`src/rtl/reaction_multi_timer_pkg.sv`:
```
// Shared definitions for the multi-player reaction timer: FSM state codes,
// LFSR constants and width helpers.
package reaction_pkg;

    typedef enum logic [1:0] {
        IDLE   = 2'd0,
        ARM    = 2'd1,
        GO     = 2'd2,
        RESULT = 2'd3
    } state_t;

    // 16-bit Fibonacci LFSR, polynomial x^16 + x^14 + x^13 + x^11 + 1
    localparam logic [15:0] SEED     = 16'hACE1;
    localparam logic [15:0] TAP_MASK = 16'hB400;

    // Ceiling log2; clog2(0) = clog2(1) = 0
    function automatic int unsigned clog2(input int unsigned value);
        int unsigned r;
        r = 0;
        while ((64'd1 << r) < 64'(value)) r++;
        return r;
    endfunction

    // Index width for n players, never narrower than one bit
    function automatic int unsigned win_width(input int unsigned n);
        return (n <= 1) ? 1 : clog2(n);
    endfunction

endpackage

```
`src/rtl/reaction_multi_timer_ms_tick_gen.sv`:
```
// Millisecond prescaler: emits a one-cycle tick every CYCLES clocks, with a
// synchronous clear that restarts the count from zero.
module ms_tick_gen
    import reaction_pkg::*;
#(
    parameter int unsigned CYCLES = 10_000
) (
    input  logic clk,
    input  logic rst_n,
    input  logic clear_i,
    output logic tick_o
);

    localparam int unsigned     CNT_W = (CYCLES <= 1) ? 1 : clog2(CYCLES);
    localparam logic [CNT_W-1:0] LAST = CNT_W'(CYCLES - 1);

    logic [CNT_W-1:0] cnt;

    // Prescaler counter: wraps after LAST, restarts on clear
    always_ff @(posedge clk or negedge rst_n) begin
        if (!rst_n) begin
            cnt <= '0;
        end else if (clear_i || cnt == LAST) begin
            cnt <= '0;
        end else begin
            cnt <= cnt + CNT_W'(1);
        end
    end

    assign tick_o = (cnt == LAST);

endmodule

```
`src/rtl/reaction_multi_timer.sv`:
```
// N-player reaction timer: random pre-go delay, per-player ms timing of the
// first press, false-start detection, winner/tie selection and best-time record.
module reaction_multi_timer
    import reaction_pkg::*;
#(
    parameter int unsigned NUM_PLAYERS     = 2,
    parameter int unsigned CLK_HZ          = 10_000_000,
    parameter int unsigned TIME_W          = 14,
    parameter int unsigned TIMEOUT_MS      = 9999,
    parameter int unsigned DELAY_MIN_MS    = 1000,
    parameter int unsigned DELAY_SPAN_LOG2 = 11
) (
    input  logic                                  clk,
    input  logic                                  rst_n,
    input  logic                                  start_i,
    input  logic [NUM_PLAYERS-1:0]                react_i,
    output logic                                  led_o,
    output logic [1:0]                            state_o,
    output logic                                  done_o,
    output logic                                  winner_valid_o,
    output logic [win_width(NUM_PLAYERS)-1:0]     winner_o,
    output logic                                  tie_o,
    output logic [NUM_PLAYERS-1:0]                false_start_o,
    output logic [NUM_PLAYERS*TIME_W-1:0]         time_o,
    output logic [TIME_W-1:0]                     best_o,
    output logic                                  best_valid_o
);

    localparam int unsigned       WIN_W     = win_width(NUM_PLAYERS);
    localparam logic [TIME_W-1:0] T_MAX     = TIME_W'(TIMEOUT_MS);
    localparam logic [TIME_W-1:0] T_LAST    = TIME_W'(TIMEOUT_MS - 1);
    localparam logic [15:0]       SPAN_MASK = 16'((64'd1 << DELAY_SPAN_LOG2) - 64'd1);

    state_t                   state, state_nxt;
    logic                     start_q;
    logic [NUM_PLAYERS-1:0]   react_q;
    logic                     start_ev;
    logic [NUM_PLAYERS-1:0]   react_ev;
    logic [15:0]              lfsr;
    logic                     tick;
    logic                     round_start;
    logic [TIME_W-1:0]        delay_load;
    logic [TIME_W-1:0]        delay_cnt;
    logic [TIME_W-1:0]        ms_cnt;
    logic [TIME_W-1:0]        win_time;
    logic [TIME_W-1:0]        best_q;
    logic [NUM_PLAYERS-1:0]   fs_q;
    logic [NUM_PLAYERS-1:0]   latched_q;
    logic [NUM_PLAYERS-1:0]   arm_flags;
    logic [NUM_PLAYERS-1:0]   latch_ev;
    logic [TIME_W-1:0]        times_q [NUM_PLAYERS];
    logic                     win_valid_q;
    logic                     tie_q;
    logic                     best_valid_q;
    logic                     done_q;
    logic [WIN_W-1:0]         win_idx_q;
    logic [WIN_W-1:0]         first_idx;
    logic                     multi_latch;
    logic                     any_latch;
    logic                     all_done;
    logic                     timeout_hit;

    ms_tick_gen #(
        .CYCLES (CLK_HZ / 1000)
    ) u_tick (
        .clk     (clk),
        .rst_n   (rst_n),
        .clear_i (round_start),
        .tick_o  (tick)
    );

    // Button history; reset high so a button held through reset gives no edge
    always_ff @(posedge clk or negedge rst_n) begin
        if (!rst_n) begin
            start_q <= 1'b1;
            react_q <= '1;
        end else begin
            start_q <= start_i;
            react_q <= react_i;
        end
    end

    assign start_ev = start_i & ~start_q;
    assign react_ev = react_i & ~react_q;

    // Free-running LFSR supplying the random part of the pre-go delay
    always_ff @(posedge clk or negedge rst_n) begin
        if (!rst_n) begin
            lfsr <= SEED;
        end else begin
            lfsr <= {lfsr[14:0], ^(lfsr & TAP_MASK)};
        end
    end

    // Round-control helpers: eligible latches, winner pick, end conditions
    always_comb begin
        round_start = start_ev && (state == IDLE || state == RESULT);
        delay_load  = TIME_W'(DELAY_MIN_MS) + TIME_W'(lfsr & SPAN_MASK);
        arm_flags   = fs_q | react_ev;
        latch_ev    = react_ev & ~fs_q & ~latched_q;
        all_done    = &(fs_q | latched_q | latch_ev);
        timeout_hit = tick && (ms_cnt == T_LAST);
        first_idx   = '0;
        multi_latch = 1'b0;
        any_latch   = 1'b0;
        for (int unsigned i = 0; i < NUM_PLAYERS; i++) begin
            if (latch_ev[i]) begin
                if (!any_latch) first_idx = WIN_W'(i);
                else            multi_latch = 1'b1;
                any_latch = 1'b1;
            end
        end
    end

    // FSM state register
    always_ff @(posedge clk or negedge rst_n) begin
        if (!rst_n) state <= IDLE;
        else        state <= state_nxt;
    end

    // FSM next-state logic; an all-flagged field ends the round before GO
    always_comb begin
        state_nxt = state;
        case (state)
            IDLE, RESULT: if (start_ev) state_nxt = ARM;
            ARM: begin
                if (&arm_flags)                      state_nxt = RESULT;
                else if (tick && delay_cnt == '0)    state_nxt = GO;
            end
            GO:  if (all_done || timeout_hit)        state_nxt = RESULT;
            default:                                 state_nxt = IDLE;
        endcase
    end

    // FSM outputs
    always_comb begin
        led_o   = (state == GO);
        state_o = state;
    end

    // Round datapath: delay/ms counters, flags, latched times, winner
    always_ff @(posedge clk or negedge rst_n) begin
        if (!rst_n) begin
            delay_cnt   <= '0;
            ms_cnt      <= '0;
            fs_q        <= '0;
            latched_q   <= '0;
            win_valid_q <= 1'b0;
            tie_q       <= 1'b0;
            win_idx_q   <= '0;
            win_time    <= '0;
            for (int unsigned i = 0; i < NUM_PLAYERS; i++) times_q[i] <= '0;
        end else if (round_start) begin
            delay_cnt   <= delay_load;
            ms_cnt      <= '0;
            fs_q        <= '0;
            latched_q   <= '0;
            win_valid_q <= 1'b0;
            tie_q       <= 1'b0;
            win_idx_q   <= '0;
            win_time    <= '0;
            for (int unsigned i = 0; i < NUM_PLAYERS; i++) times_q[i] <= '0;
        end else if (state == ARM) begin
            fs_q <= arm_flags;
            for (int unsigned i = 0; i < NUM_PLAYERS; i++) begin
                if (react_ev[i]) times_q[i] <= T_MAX;
            end
            if (tick && delay_cnt != '0) delay_cnt <= delay_cnt - TIME_W'(1);
        end else if (state == GO) begin
            if (tick && ms_cnt != T_MAX) ms_cnt <= ms_cnt + TIME_W'(1);
            latched_q <= latched_q | latch_ev;
            for (int unsigned i = 0; i < NUM_PLAYERS; i++) begin
                if (latch_ev[i])
                    times_q[i] <= ms_cnt;
                else if (timeout_hit && !fs_q[i] && !latched_q[i])
                    times_q[i] <= T_MAX;
            end
            if (!win_valid_q && any_latch) begin
                win_valid_q <= 1'b1;
                win_idx_q   <= first_idx;
                tie_q       <= multi_latch;
                win_time    <= ms_cnt;
            end
        end
    end

    // Result entry pulse and best-time record, updated during the done cycle
    always_ff @(posedge clk or negedge rst_n) begin
        if (!rst_n) begin
            done_q       <= 1'b0;
            best_q       <= '0;
            best_valid_q <= 1'b0;
        end else begin
            done_q <= (state != RESULT) && (state_nxt == RESULT);
            if (done_q && win_valid_q && (!best_valid_q || win_time < best_q)) begin
                best_q       <= win_time;
                best_valid_q <= 1'b1;
            end
        end
    end

    // Pack per-player times onto the flat output bus
    always_comb begin
        time_o = '0;
        for (int unsigned i = 0; i < NUM_PLAYERS; i++) begin
            time_o[i*TIME_W +: TIME_W] = times_q[i];
        end
    end

    assign done_o         = done_q;
    assign winner_valid_o = win_valid_q;
    assign winner_o       = win_idx_q;
    assign tie_o          = tie_q;
    assign false_start_o  = fs_q;
    assign best_o         = best_q;
    assign best_valid_o   = best_valid_q;

endmodule

```
`config.mk`:
```
export PLATFORM = sky130hd
export DESIGN_NAME = reaction_multi_timer
export DESIGN_NICKNAME = d
export VERILOG_FILES = /design/src/rtl/reaction_multi_timer_pkg.sv /design/src/rtl/reaction_multi_timer_ms_tick_gen.sv /design/src/rtl/reaction_multi_timer.sv
export SDC_FILE = /design/constraint.sdc
export NUM_CORES = 1
export LEC_CHECK = 0
export ABC_CLOCK_PERIOD_IN_PS = 5300
export CORE_UTILIZATION = 53
export DETAILED_ROUTE_END_ITERATION = 8
export MAX_ROUTING_LAYER = met4
export PLACE_DENSITY = 0.74
export RECOVER_POWER = 50
export SYNTH_ARGS = -nofsm -noshare
export SYNTH_HDL_FRONTEND = slang
export SYNTH_HIERARCHICAL = 1
export SYNTH_SLANG_ARGS = --single-unit
```
`constraint.sdc`:
```
create_clock -name clk -period 5.3 [get_ports clk]
set_clock_uncertainty 0.05 [all_clocks]
set_input_delay 1.06 -clock clk [delete_from_list [all_inputs] [get_ports clk]]
set_output_delay 1.06 -clock clk [all_outputs]
set_load 0.01 [all_outputs]
```
==> flow_summary.json <==
{
  "globalRoute.totalOverflow": 0,
  "async_flop_share_pct": 100,
  "numPortBuffers": 56,
  "ios": 57,
  "vias": 4166,
  "critical_path.top_delay_family": "buffers and inverters",
  "final_core_util_pct": 66.0,
  "crit_chain": "clkbuf_1, clkbuf_1",
  "grt_pass1_vias": 4300,
  "final_nets": 608,
  "tightestPinTransition_ps": 2050,
  "start_util_pct": 54.9,
  "drt-total-wl_um": 12200,
  "antenna_cells": 0,
  "crit_cells": 2,
  "synthCells": 520,
  "worstHoldPathCells": 0,
  "required_ps": 5460,
  "drt_pass1_iterations": 4,
  "grt_max_degree": 62,
  "clockBufferDepth": 2,
  "cp-start-kind": "input pin",
  "ys_seq_elements": 128,
  "ys_seq_area_share_pct": 53.8,
  "postLayoutCellArea_um2": 7190,
  "path_max_fanout": 40,
  "netlist_area_um2": 5970,
  "worst-path-buf-inv": 2,
  "place_area_um2": 6610,
  "p_leak_nw": 3.18,
  "first_iter_violations": 215,
  "drc": 0,
  "peakVddDrop_mv": 0.251,
  "cts_setup_buffers": 0,
  "synth_edf_count": 0,
  "ant_nets": 0,
  "drv_slew": 71,
  "max_stage_delay_ps": 1550,
  "fp.dieArea_um2": 11700,
  "path_class": "in -> async",
  "die_h_um": 108,
  "cts_root_buf": "clkbuf_8",
  "setup_violations": 0,
  "max_clock_freq_ghz": 0.282,
  "avgSynthCellArea_um2": 11.5,
  "ff2ff_path_depth": 6,
  "synth_fp_nets": 548,
  "vias_per_cell": 5.68,
  "die_w_um": 108,
  "antenna_found_initial": 0,
  "grt_util_all_layers_pct": 23.8,
  "drive_gt1_share_pct": 15.2,
  "crit_slowest_cell": "clkbuf_1",
  "areaGrowthSynthToFinish_pct": 20.4,
  "period_share_pct": 66.9,
  "ys_types": 63,
  "gp_congestion": 0.860,
  "period_minus_slack_ps": 3550,
  "cts_hold_buf": 0,
  "final_common_cell": "dfrtp_1",
  "finalSetupTns_ps": 0,
  "final_cell_mix": "117 x dfrtp_1, 46 x nor2_1, 46 x clkdlybuf4s50_1, 28 x nand2_1, 26 x a22o_1",
  "ctsHtreeMaxLevel": 4,
  "rsz0062_at_grt": "no",
  "violations": "capacitance limit, slew limit",
  "crit_arrival_ps": 3710,
  "cp_common_cell": "clkbuf_1",
  "timing.slew.headroom_pct": -37.0,
  "hpwl_um": 8560,
  "cts_resized": 0,
  "hp-class": "reg -> reg",
  "wl_per_cell_um": 16.7,
  "cts_tree": "built",
  "final-hold-violation-count": 0,
  "status": "finished with violations",
  "clock_insertion_delay_worst_skew_ps": 520,
  "endpoint_kind": "async pin",
  "yosysWarnings": 6,
  "grt_pass1_wl_um": 20500,
  "clk_pin_slew_worst_paths_ps": 60,
  "power_mw": 3.08,
  "cts.sinks": 128,
  "synth_ff_type": "dfrtp_1",
  "core_um2": 10900,
  "rows": 38,
  "p_per_area_nw_per_um2": 429,
  "cap_violations": 2,
  "cts_inserted_buffers": 17
}
[stage by stage]
step / hold WS, ps / worst slack, ps / std cells
floorplan: 283 / 2840 / 520
global placement: 287 / 1430 / 701
detailed placement: 296 / 1310 / 701
CTS: 301 / 1880 / 733
global route: 305 / 1000 / 733
finish: 300 / 1750 / 733
[cell usage after synthesis, drive strengths merged, types with 2 or more instances]
cell    number  area (um2)
xnor2       23         201
or2          4        27.5
nand4b       4        35.0
nor3        12        70.1
and3         4        25.0
nor4         8        62.6
buf         13         103
nand2b       4        25.0
inv         25        93.8
nor2        52         220
nand4        9        56.3
or3          3        23.8
and2         5        31.3
a32o         2        20.0
xor2        21         184
dfrtp      117        2930
mux2        14         158
nor4b        2        17.5
clkbuf       6        22.5
nand3       14        70.1
nor4bb       2        20.0
nor3b        4        40.0
a31oi        3        18.8
nor2b        5        33.8
dfstp       11         289
or4          3        26.3
ha          23         288
and4         3        26.3
nand2       28         105
a21oi       24         143
o221a       16         180
a21o         2        15.0
a22o        26         228
o21ai       15        75.1
[final timing paths]
check	startpoint	to	slack, ps
worst max-delay path	rst_n	time_o[13]	1750
worst min-delay path	lfsr[14]	lfsr[15]	300
worst max register to register	state_o[0]	win_time[2]	2110
worst min register to register	lfsr[14]	lfsr[15]	300
max in group clk	start_i	win_time[2]	1790
min in group asynchronous	rst_n	best_o[13]	850
[metal layers]
layer | track usage, % | wire, um
met5 | - | 0
met3 | 5.79 | 374
met1 | 29.1 | 5370
met4 | 7.83 | 195
met2 | 38.8 | 6290
[flip-flops by register name, summed over array words and instances, names as in the netlist]
name / cells
best_o: 14
best_valid_o: 1
delay_cnt: 14
done_o: 1
false_start_o: 2
latched_q: 2
lfsr: 16
ms_cnt: 14
react_q: 2
start_q: 1
state_o: 2
tie_o: 1
time_o: 28
u_tick/cnt: 14
win_time: 14
winner_o: 1
winner_valid_o: 1
[final cells by class]
type / count / area, um2
multi-input cells: 348 / 2540
clock buffers: 22 / 453
clock inverters: 10 / 135
fillers: 835 / 3700
flip-flops and latches: 128 / 3220
inverters: 25 / 93.8
well taps: 140 / 175
repair buffers: 60 / 578
[logic make-up (layout without fill, tap and decap cells)]
| kind of cell | count (synthesis) | count (layout) | synth area share (%) |
|---|---|---|---|
| flip-flops | 128 | 128 | 53.8 |
| buffers and inverters | 44 | 117 | 3.66 |
| XOR/XNOR | 44 | 44 | 6.45 |
| AND/OR/NAND/NOR | 170 | 170 | 16.0 |
| AO/OA/AOI/OAI | 96 | 96 | 12.5 |
| multiplexers | 15 | 15 | 2.81 |
| adder cells (fa/ha/maj) | 23 | 23 | 4.82 |
[power breakdown]
group / internal (mW) / switching (mW) / total, mW
registers: 1.10 / 0.117 / 1.22
logic: 0.358 / 0.368 / 0.727
clock network: 0.739 / 0.401 / 1.14
total: 2.20 / 0.886 / 3.08
Power figures use the tool's default switching activity.
